File: config.mk
export PLATFORM = sky130hd
export DESIGN_NAME = pipeline_hazard_ctrl_flat
export DESIGN_NICKNAME = d
export VERILOG_FILES = /design/src/rtl/pipeline_hazard_ctrl_if.sv /design/src/rtl/pipeline_hazard_ctrl.sv /design/src/flat_wrapper.sv
export SDC_FILE = /design/constraint.sdc
export NUM_CORES = 1
export LEC_CHECK = 0
export ABC_AREA = 1
export CAP_MARGIN = 20
export CELL_PAD_IN_SITES_DETAIL_PLACEMENT = 0
export CELL_PAD_IN_SITES_GLOBAL_PLACEMENT = 2
export CORE_MARGIN = 8
export CORE_UTILIZATION = 14
export CTS_BUF_LIST = sky130_fd_sc_hd__clkbuf_4
export DETAILED_ROUTE_END_ITERATION = 6
export HOLD_SLACK_MARGIN = 0.12
export PLACE_DENSITY_LB_ADDON = 0.1
export REMOVE_ABC_BUFFERS = 1
export SETUP_SLACK_MARGIN = 0.3
export SLEW_MARGIN = 20
export SYNTH_ARGS = -nofsm -noshare
export SYNTH_HDL_FRONTEND = slang
export SYNTH_SLANG_ARGS = --single-unit
File: constraint.sdc
create_clock -name clk -period 1.3 [get_ports clk]
set_input_delay 0.195 -clock clk [delete_from_list [all_inputs] [get_ports clk]]
set_output_delay 0.195 -clock clk [all_outputs]
set_load 0.005 [all_outputs]
File: src/rtl/pipeline_hazard_ctrl_if.sv
// pipeline_hazard_ctrl_if: pipeline-side signals of the hazard controller; perf counter outputs
// exist only when HAZARD_PERF_CNT_EN is defined.
interface pipeline_hazard_ctrl_if #(
  parameter int REG_AW = 5
`ifdef HAZARD_PERF_CNT_EN
  , parameter int STALL_CNT_W = 16
`endif
);
  logic [REG_AW-1:0] id_rs, id_rt, ex_rd, ex_rs, ex_rt, mem_rd, wb_rd;
  logic id_use_rs, id_use_rt, id_is_branch, id_redirect;
  logic ex_regwrite, ex_memread, mem_regwrite, mem_memread, wb_regwrite, ext_stall;
  logic pc_write, ifid_write, ifid_flush, idex_bubble, fwd_a_id, fwd_b_id;
  logic [1:0] fwd_a_ex, fwd_b_ex, state_o;
`ifdef HAZARD_PERF_CNT_EN
  logic [STALL_CNT_W-1:0] stall_cycles, flush_count;
`endif
  modport master (
    output id_rs, id_rt, ex_rd, ex_rs, ex_rt, mem_rd, wb_rd,
    output id_use_rs, id_use_rt, id_is_branch, id_redirect,
    output ex_regwrite, ex_memread, mem_regwrite, mem_memread, wb_regwrite, ext_stall,
    input  pc_write, ifid_write, ifid_flush, idex_bubble, fwd_a_id, fwd_b_id,
    input  fwd_a_ex, fwd_b_ex, state_o
`ifdef HAZARD_PERF_CNT_EN
    , input stall_cycles, flush_count
`endif
  );
  modport slave (
    input  id_rs, id_rt, ex_rd, ex_rs, ex_rt, mem_rd, wb_rd,
    input  id_use_rs, id_use_rt, id_is_branch, id_redirect,
    input  ex_regwrite, ex_memread, mem_regwrite, mem_memread, wb_regwrite, ext_stall,
    output pc_write, ifid_write, ifid_flush, idex_bubble, fwd_a_id, fwd_b_id,
    output fwd_a_ex, fwd_b_ex, state_o
`ifdef HAZARD_PERF_CNT_EN
    , output stall_cycles, flush_count
`endif
  );
endinterface

File: src/rtl/pipeline_hazard_ctrl.sv
// pipeline_hazard_ctrl: stall/flush sequencing and forwarding selects for a 5-stage pipeline.
// Define HAZARD_PERF_CNT_EN to add saturating stall_cycles / flush_count counters.
module pipeline_hazard_ctrl #(
  parameter int REG_AW = 5
`ifdef HAZARD_PERF_CNT_EN
  , parameter int STALL_CNT_W = 16
`endif
) (
  input  logic clk,
  input  logic rst_n,
  pipeline_hazard_ctrl_if.slave bus
);
  typedef enum logic [1:0] {RUN = 2'b00, STALL1 = 2'b01, FREEZE = 2'b10} state_e;
  state_e state_q, state_d;
  logic ld_ex, alu_ex, ld_mem, need2, need_any, freeze, stall;
  function automatic logic hit(logic [REG_AW-1:0] prod, logic en, logic [REG_AW-1:0] cons, logic use_f);
    return en && use_f && prod != '0 && prod == cons;
  endfunction
  always_comb begin
    ld_ex    = hit(bus.ex_rd, bus.ex_memread, bus.id_rs, bus.id_use_rs)
             | hit(bus.ex_rd, bus.ex_memread, bus.id_rt, bus.id_use_rt);
    alu_ex   = hit(bus.ex_rd, bus.ex_regwrite & ~bus.ex_memread, bus.id_rs, bus.id_use_rs)
             | hit(bus.ex_rd, bus.ex_regwrite & ~bus.ex_memread, bus.id_rt, bus.id_use_rt);
    ld_mem   = hit(bus.mem_rd, bus.mem_memread, bus.id_rs, bus.id_use_rs)
             | hit(bus.mem_rd, bus.mem_memread, bus.id_rt, bus.id_use_rt);
    need2    = bus.id_is_branch & ld_ex;
    need_any = bus.id_is_branch ? (ld_ex | alu_ex | ld_mem) : ld_ex;
  end
  always_ff @(posedge clk or negedge rst_n)
    if (!rst_n) state_q <= RUN;
    else        state_q <= state_d;
  // FREEZE with ext_stall low behaves exactly like RUN, so only STALL1 suppresses re-evaluation
  always_comb
    state_d = bus.ext_stall ? FREEZE : (state_q != STALL1 && need2) ? STALL1 : RUN;
  always_comb begin
    freeze          = bus.ext_stall;
    stall           = !freeze && (state_q == STALL1 || need_any);
    bus.pc_write    = !freeze && !stall;
    bus.ifid_write  = !freeze && !stall;
    bus.idex_bubble = stall;
    bus.ifid_flush  = !freeze && !stall && bus.id_redirect;
    bus.state_o     = state_q;
  end
  always_comb begin
    bus.fwd_a_ex = hit(bus.mem_rd, bus.mem_regwrite & ~bus.mem_memread, bus.ex_rs, 1'b1) ? 2'b10 :
                   hit(bus.wb_rd, bus.wb_regwrite, bus.ex_rs, 1'b1) ? 2'b01 : 2'b00;
    bus.fwd_b_ex = hit(bus.mem_rd, bus.mem_regwrite & ~bus.mem_memread, bus.ex_rt, 1'b1) ? 2'b10 :
                   hit(bus.wb_rd, bus.wb_regwrite, bus.ex_rt, 1'b1) ? 2'b01 : 2'b00;
    bus.fwd_a_id = hit(bus.mem_rd, bus.mem_regwrite & ~bus.mem_memread, bus.id_rs, 1'b1);
    bus.fwd_b_id = hit(bus.mem_rd, bus.mem_regwrite & ~bus.mem_memread, bus.id_rt, 1'b1);
  end
`ifdef HAZARD_PERF_CNT_EN
  logic [STALL_CNT_W-1:0] stall_cnt_q, flush_cnt_q;
  always_ff @(posedge clk or negedge rst_n)
    if (!rst_n) begin
      stall_cnt_q <= '0;
      flush_cnt_q <= '0;
    end else begin
      if (bus.idex_bubble && !(&stall_cnt_q)) stall_cnt_q <= stall_cnt_q + STALL_CNT_W'(1);
      if (bus.ifid_flush && !(&flush_cnt_q)) flush_cnt_q <= flush_cnt_q + STALL_CNT_W'(1);
    end
  assign bus.stall_cycles = stall_cnt_q;
  assign bus.flush_count  = flush_cnt_q;
`endif
endmodule

File: src/flat_wrapper.sv
// flat-port wrapper written by rule: the top's interface ports become plain ports
module pipeline_hazard_ctrl_flat 
#(
  parameter int REG_AW = 5

)
  (clk, rst_n, bus_id_rs, bus_id_rt, bus_ex_rd, bus_ex_rs, bus_ex_rt, bus_mem_rd, bus_wb_rd, bus_id_use_rs, bus_id_use_rt, bus_id_is_branch, bus_id_redirect, bus_ex_regwrite, bus_ex_memread, bus_mem_regwrite, bus_mem_memread, bus_wb_regwrite, bus_ext_stall, bus_pc_write, bus_ifid_write, bus_ifid_flush, bus_idex_bubble, bus_fwd_a_id, bus_fwd_b_id, bus_fwd_a_ex, bus_fwd_b_ex, bus_state_o);
  pipeline_hazard_ctrl_if #(.REG_AW(REG_AW)) bus_i ();
  input  logic clk;
  input  logic rst_n;
  input wire logic [$bits(bus_i.id_rs)-1:0] bus_id_rs;
  input wire logic [$bits(bus_i.id_rt)-1:0] bus_id_rt;
  input wire logic [$bits(bus_i.ex_rd)-1:0] bus_ex_rd;
  input wire logic [$bits(bus_i.ex_rs)-1:0] bus_ex_rs;
  input wire logic [$bits(bus_i.ex_rt)-1:0] bus_ex_rt;
  input wire logic [$bits(bus_i.mem_rd)-1:0] bus_mem_rd;
  input wire logic [$bits(bus_i.wb_rd)-1:0] bus_wb_rd;
  input wire logic [$bits(bus_i.id_use_rs)-1:0] bus_id_use_rs;
  input wire logic [$bits(bus_i.id_use_rt)-1:0] bus_id_use_rt;
  input wire logic [$bits(bus_i.id_is_branch)-1:0] bus_id_is_branch;
  input wire logic [$bits(bus_i.id_redirect)-1:0] bus_id_redirect;
  input wire logic [$bits(bus_i.ex_regwrite)-1:0] bus_ex_regwrite;
  input wire logic [$bits(bus_i.ex_memread)-1:0] bus_ex_memread;
  input wire logic [$bits(bus_i.mem_regwrite)-1:0] bus_mem_regwrite;
  input wire logic [$bits(bus_i.mem_memread)-1:0] bus_mem_memread;
  input wire logic [$bits(bus_i.wb_regwrite)-1:0] bus_wb_regwrite;
  input wire logic [$bits(bus_i.ext_stall)-1:0] bus_ext_stall;
  output wire logic [$bits(bus_i.pc_write)-1:0] bus_pc_write;
  output wire logic [$bits(bus_i.ifid_write)-1:0] bus_ifid_write;
  output wire logic [$bits(bus_i.ifid_flush)-1:0] bus_ifid_flush;
  output wire logic [$bits(bus_i.idex_bubble)-1:0] bus_idex_bubble;
  output wire logic [$bits(bus_i.fwd_a_id)-1:0] bus_fwd_a_id;
  output wire logic [$bits(bus_i.fwd_b_id)-1:0] bus_fwd_b_id;
  output wire logic [$bits(bus_i.fwd_a_ex)-1:0] bus_fwd_a_ex;
  output wire logic [$bits(bus_i.fwd_b_ex)-1:0] bus_fwd_b_ex;
  output wire logic [$bits(bus_i.state_o)-1:0] bus_state_o;
  assign bus_i.id_rs = bus_id_rs;
  assign bus_i.id_rt = bus_id_rt;
  assign bus_i.ex_rd = bus_ex_rd;
  assign bus_i.ex_rs = bus_ex_rs;
  assign bus_i.ex_rt = bus_ex_rt;
  assign bus_i.mem_rd = bus_mem_rd;
  assign bus_i.wb_rd = bus_wb_rd;
  assign bus_i.id_use_rs = bus_id_use_rs;
  assign bus_i.id_use_rt = bus_id_use_rt;
  assign bus_i.id_is_branch = bus_id_is_branch;
  assign bus_i.id_redirect = bus_id_redirect;
  assign bus_i.ex_regwrite = bus_ex_regwrite;
  assign bus_i.ex_memread = bus_ex_memread;
  assign bus_i.mem_regwrite = bus_mem_regwrite;
  assign bus_i.mem_memread = bus_mem_memread;
  assign bus_i.wb_regwrite = bus_wb_regwrite;
  assign bus_i.ext_stall = bus_ext_stall;
  assign bus_pc_write = bus_i.pc_write;
  assign bus_ifid_write = bus_i.ifid_write;
  assign bus_ifid_flush = bus_i.ifid_flush;
  assign bus_idex_bubble = bus_i.idex_bubble;
  assign bus_fwd_a_id = bus_i.fwd_a_id;
  assign bus_fwd_b_id = bus_i.fwd_b_id;
  assign bus_fwd_a_ex = bus_i.fwd_a_ex;
  assign bus_fwd_b_ex = bus_i.fwd_b_ex;
  assign bus_state_o = bus_i.state_o;
  pipeline_hazard_ctrl #(.REG_AW(REG_AW)) u_core (.clk(clk), .rst_n(rst_n), .bus(bus_i));
endmodule
==> impl_metrics.json <==
{
  "outcome": "finished, violations left",
  "violations": "setup timing",
  "crit_type": "input port to output pin",
  "antenna_cells": 0,
  "cts_buffers": 3,
  "cts.sinks": 2,
  "worst_pin_slew_ns": 0.286,
  "io_pins": 59,
  "setup_tns_ns": -1.86,
  "required_ns": 1.11,
  "end_kind": "output pin",
  "slew_headroom": 0.809,
  "critPathArrivalTime_ns": 1.39,
  "dieArea_mm2": 0.00881,
  "multi_input_area_um2": 897,
  "routabilityCongestion": 0.773,
  "maxSlewViolCount": 0,
  "irDropWorstVdd_mv": 0.225,
  "worst_hold_path_type": "input port to asynchronous set/reset pin",
  "area_growth_pct": 131,
  "post_drt_wl_per_cell_um": 12.0,
  "fp.dieH_um": 93.8,
  "antenna_left": 0,
  "core_area_mm2": 0.00589,
  "overflow": 0,
  "synth_cell_type_count": 22,
  "fin_skew_ns": 0.00224,
  "drtIter0Drc": 10,
  "fin_ws_ns": -0.288,
  "maxCapViolations": 0,
  "critPathMaxFanout": 4,
  "synth-seq-area-share": 0.0590,
  "synth_area_um2": 848,
  "layout_min_cycle_time_ns": 1.59,
  "drt-total-wl_mm": 3.85,
  "largest_reg_flops": 2,
  "drc": 0,
  "row_count": 28,
  "setup_viol": 10,
  "synth_warnings": 0,
  "path_clk_slew_ns": 0.03,
  "clk_latency_ns": 0.23,
  "cellLeakagePower_uw": 0.000984,
  "drive_gt1_frac": 0.535,
  "power_density_mw_per_mm2": 387,
  "dp_hpwl_mm": 3.30,
  "via_per_inst": 3.83,
  "htree_levels": 1,
  "cts-root-buf": "clkbuf_4",
  "dr.pass1.iters": 4,
  "fmax_mhz": 630,
  "grtUsageTotal": 0.0903,
  "vias": 1226,
  "io_buffers": 58,
  "nFillCells": 661,
  "initial_core_util": 0.144,
  "grt_max_degree": 6,
  "cts_tree": "yes",
  "final-hold-violation-count": 0,
  "ctsHoldBuffers": 0,
  "ys.flop_type": "dfrtp_1",
  "dieWidth_um": 93.8,
  "grt_antenna_before_repair": 0,
  "cts_buffer_depth": 2,
  "cp-start-kind": "input port",
  "syn_inst": 157,
  "postSynth.asyncResetShare": 1.00,
  "final_nets": 294,
  "grt_pass1_vias": 1428,
  "register_area_um2": 50.0,
  "final_core_util": 0.333,
  "avgSynthCellArea_um2": 5.40,
  "ys_seq_elements": 2,
  "synth_enable_flop_cells": 0,
  "grt_pass1_wl_mm": 6.38,
  "finalCritPeriodShare": 1.22,
  "rsz0062_at_grt": "yes",
  "dp_slack_ns": -1.09
}
==> cells in the mapped netlist, types with 3 or more instances <==
master,instances,area share
inv_2,4,0.018
inv_1,22,0.097
xor2_1,11,0.11
nand2_1,44,0.19
nand3_1,13,0.077
xnor2_1,13,0.13
nand4_1,3,0.022
nor2_1,26,0.12
==> logic make-up (layout without fill, tap and decap cells) <==
| kind of cell | after synthesis | count (layout) | synth area share |
|---|---|---|---|
| AO/OA/AOI/OAI | 5 | 5 | 0.0339 |
| flip-flops | 2 | 2 | 0.0590 |
| buffers and inverters | 30 | 118 | 0.159 |
| XOR/XNOR | 24 | 24 | 0.248 |
| AND/OR/NAND/NOR | 96 | 96 | 0.500 |
==> final timing paths <==
path	from	to	slack, ns	cells past startpoint
min in group clk	bus_id_rs[4]	u_core.bus.state_o[0]	0.53	7
max	bus_ex_rd[4]	bus_ifid_flush	-0.29	12
min reg2reg	u_core.bus.state_o[1]	u_core.bus.state_o[0]	0.62	2
max reg2reg	u_core.bus.state_o[1]	u_core.bus.state_o[0]	0.56	2
min	rst_n	u_core.bus.state_o[0]	0.13	1
max in group asynchronous	rst_n	u_core.bus.state_o[1]	1.05	1
==> cells in the final DEF, fill, tap and decap left out, types with 2 or more instances in the layout <==
master           count
o21ai_2              2
nand4_1              3
dfrtp_1              2
clkbuf_4             3
nand3_2              6
buf_8                5
clkdlybuf4s15_2      2
xnor2_2              7
buf_4               24
nor4_4               2
nor2_1               9
inv_2                9
clkdlybuf4s15_1      2
clkdlybuf4s50_1      5
nor2_2              15
nand2_2              9
inv_4                4
buf_2               15
buf_6               17
xnor2_1              6
nand3_1              7
inv_1               13
nor2_4               4
nand2_1             35
xor2_1              10
dlygate4sd2_1       17
==> worst max-delay path: stages <==
cell,delay (ns)
buf_6,0.10
nor2_4,0.08
nand4_1,0.18
nand3_1,0.14
inv_1,0.05
nand2_2,0.05
o21ai_2,0.06
nor2_2,0.15
nand3_4,0.09
buf_6,0.12
nor2_2,0.06
buf_2,0.11
==> layout make-up <==
type                            count  area share
Multi-Input combinational cell    125       0.458
Sequential cell                     2      0.0255
Timing Repair Buffer               89       0.402
Inverter                           26      0.0549
Clock buffer                        3      0.0115
Tap cell                           75      0.0479
==> what timing repair did <==
| action | 4_1_cts | 5_1_grt |
|---|---|---|
| gates resized for setup | 233 | 27 |
| buffers inserted | 11 | 4 |
| pin swaps | 42 | 26 |
| endpoints found under the hold margin | 0 | 0 |
| gates cloned | 0 | 0 |
| endpoints found under the setup margin | 13 | 11 |
==> per-layer routing <==
layer	global-route usage	wire (um)	up-vias	share of wire
met5	0	0	-	0
met4	0.0277	0	0	0
met3	0.0160	195	0	0.051
met2	0.172	2130	34	0.55
met1	0.0974	1530	536	0.40
li1	-	-	656	-
==> metrics by stage <==
stage	power [uW]	area, um2	hold WS (ns)	std cells
global route	823	1960	0.140	320
floorplan	224	811	-0.101	153
global placement	508	1610	0.361	302
detailed placement	507	1610	0.372	302
finish	758	1960	0.131	320
CTS	734	1840	0.127	316
==> where the power goes <==
part           internal, uW  total [uW]  switching (uW)
clock network           102         144            41.9
registers              64.5        65.4           0.875
logic                   299         548             250
Power figures use the tool's default switching activity.
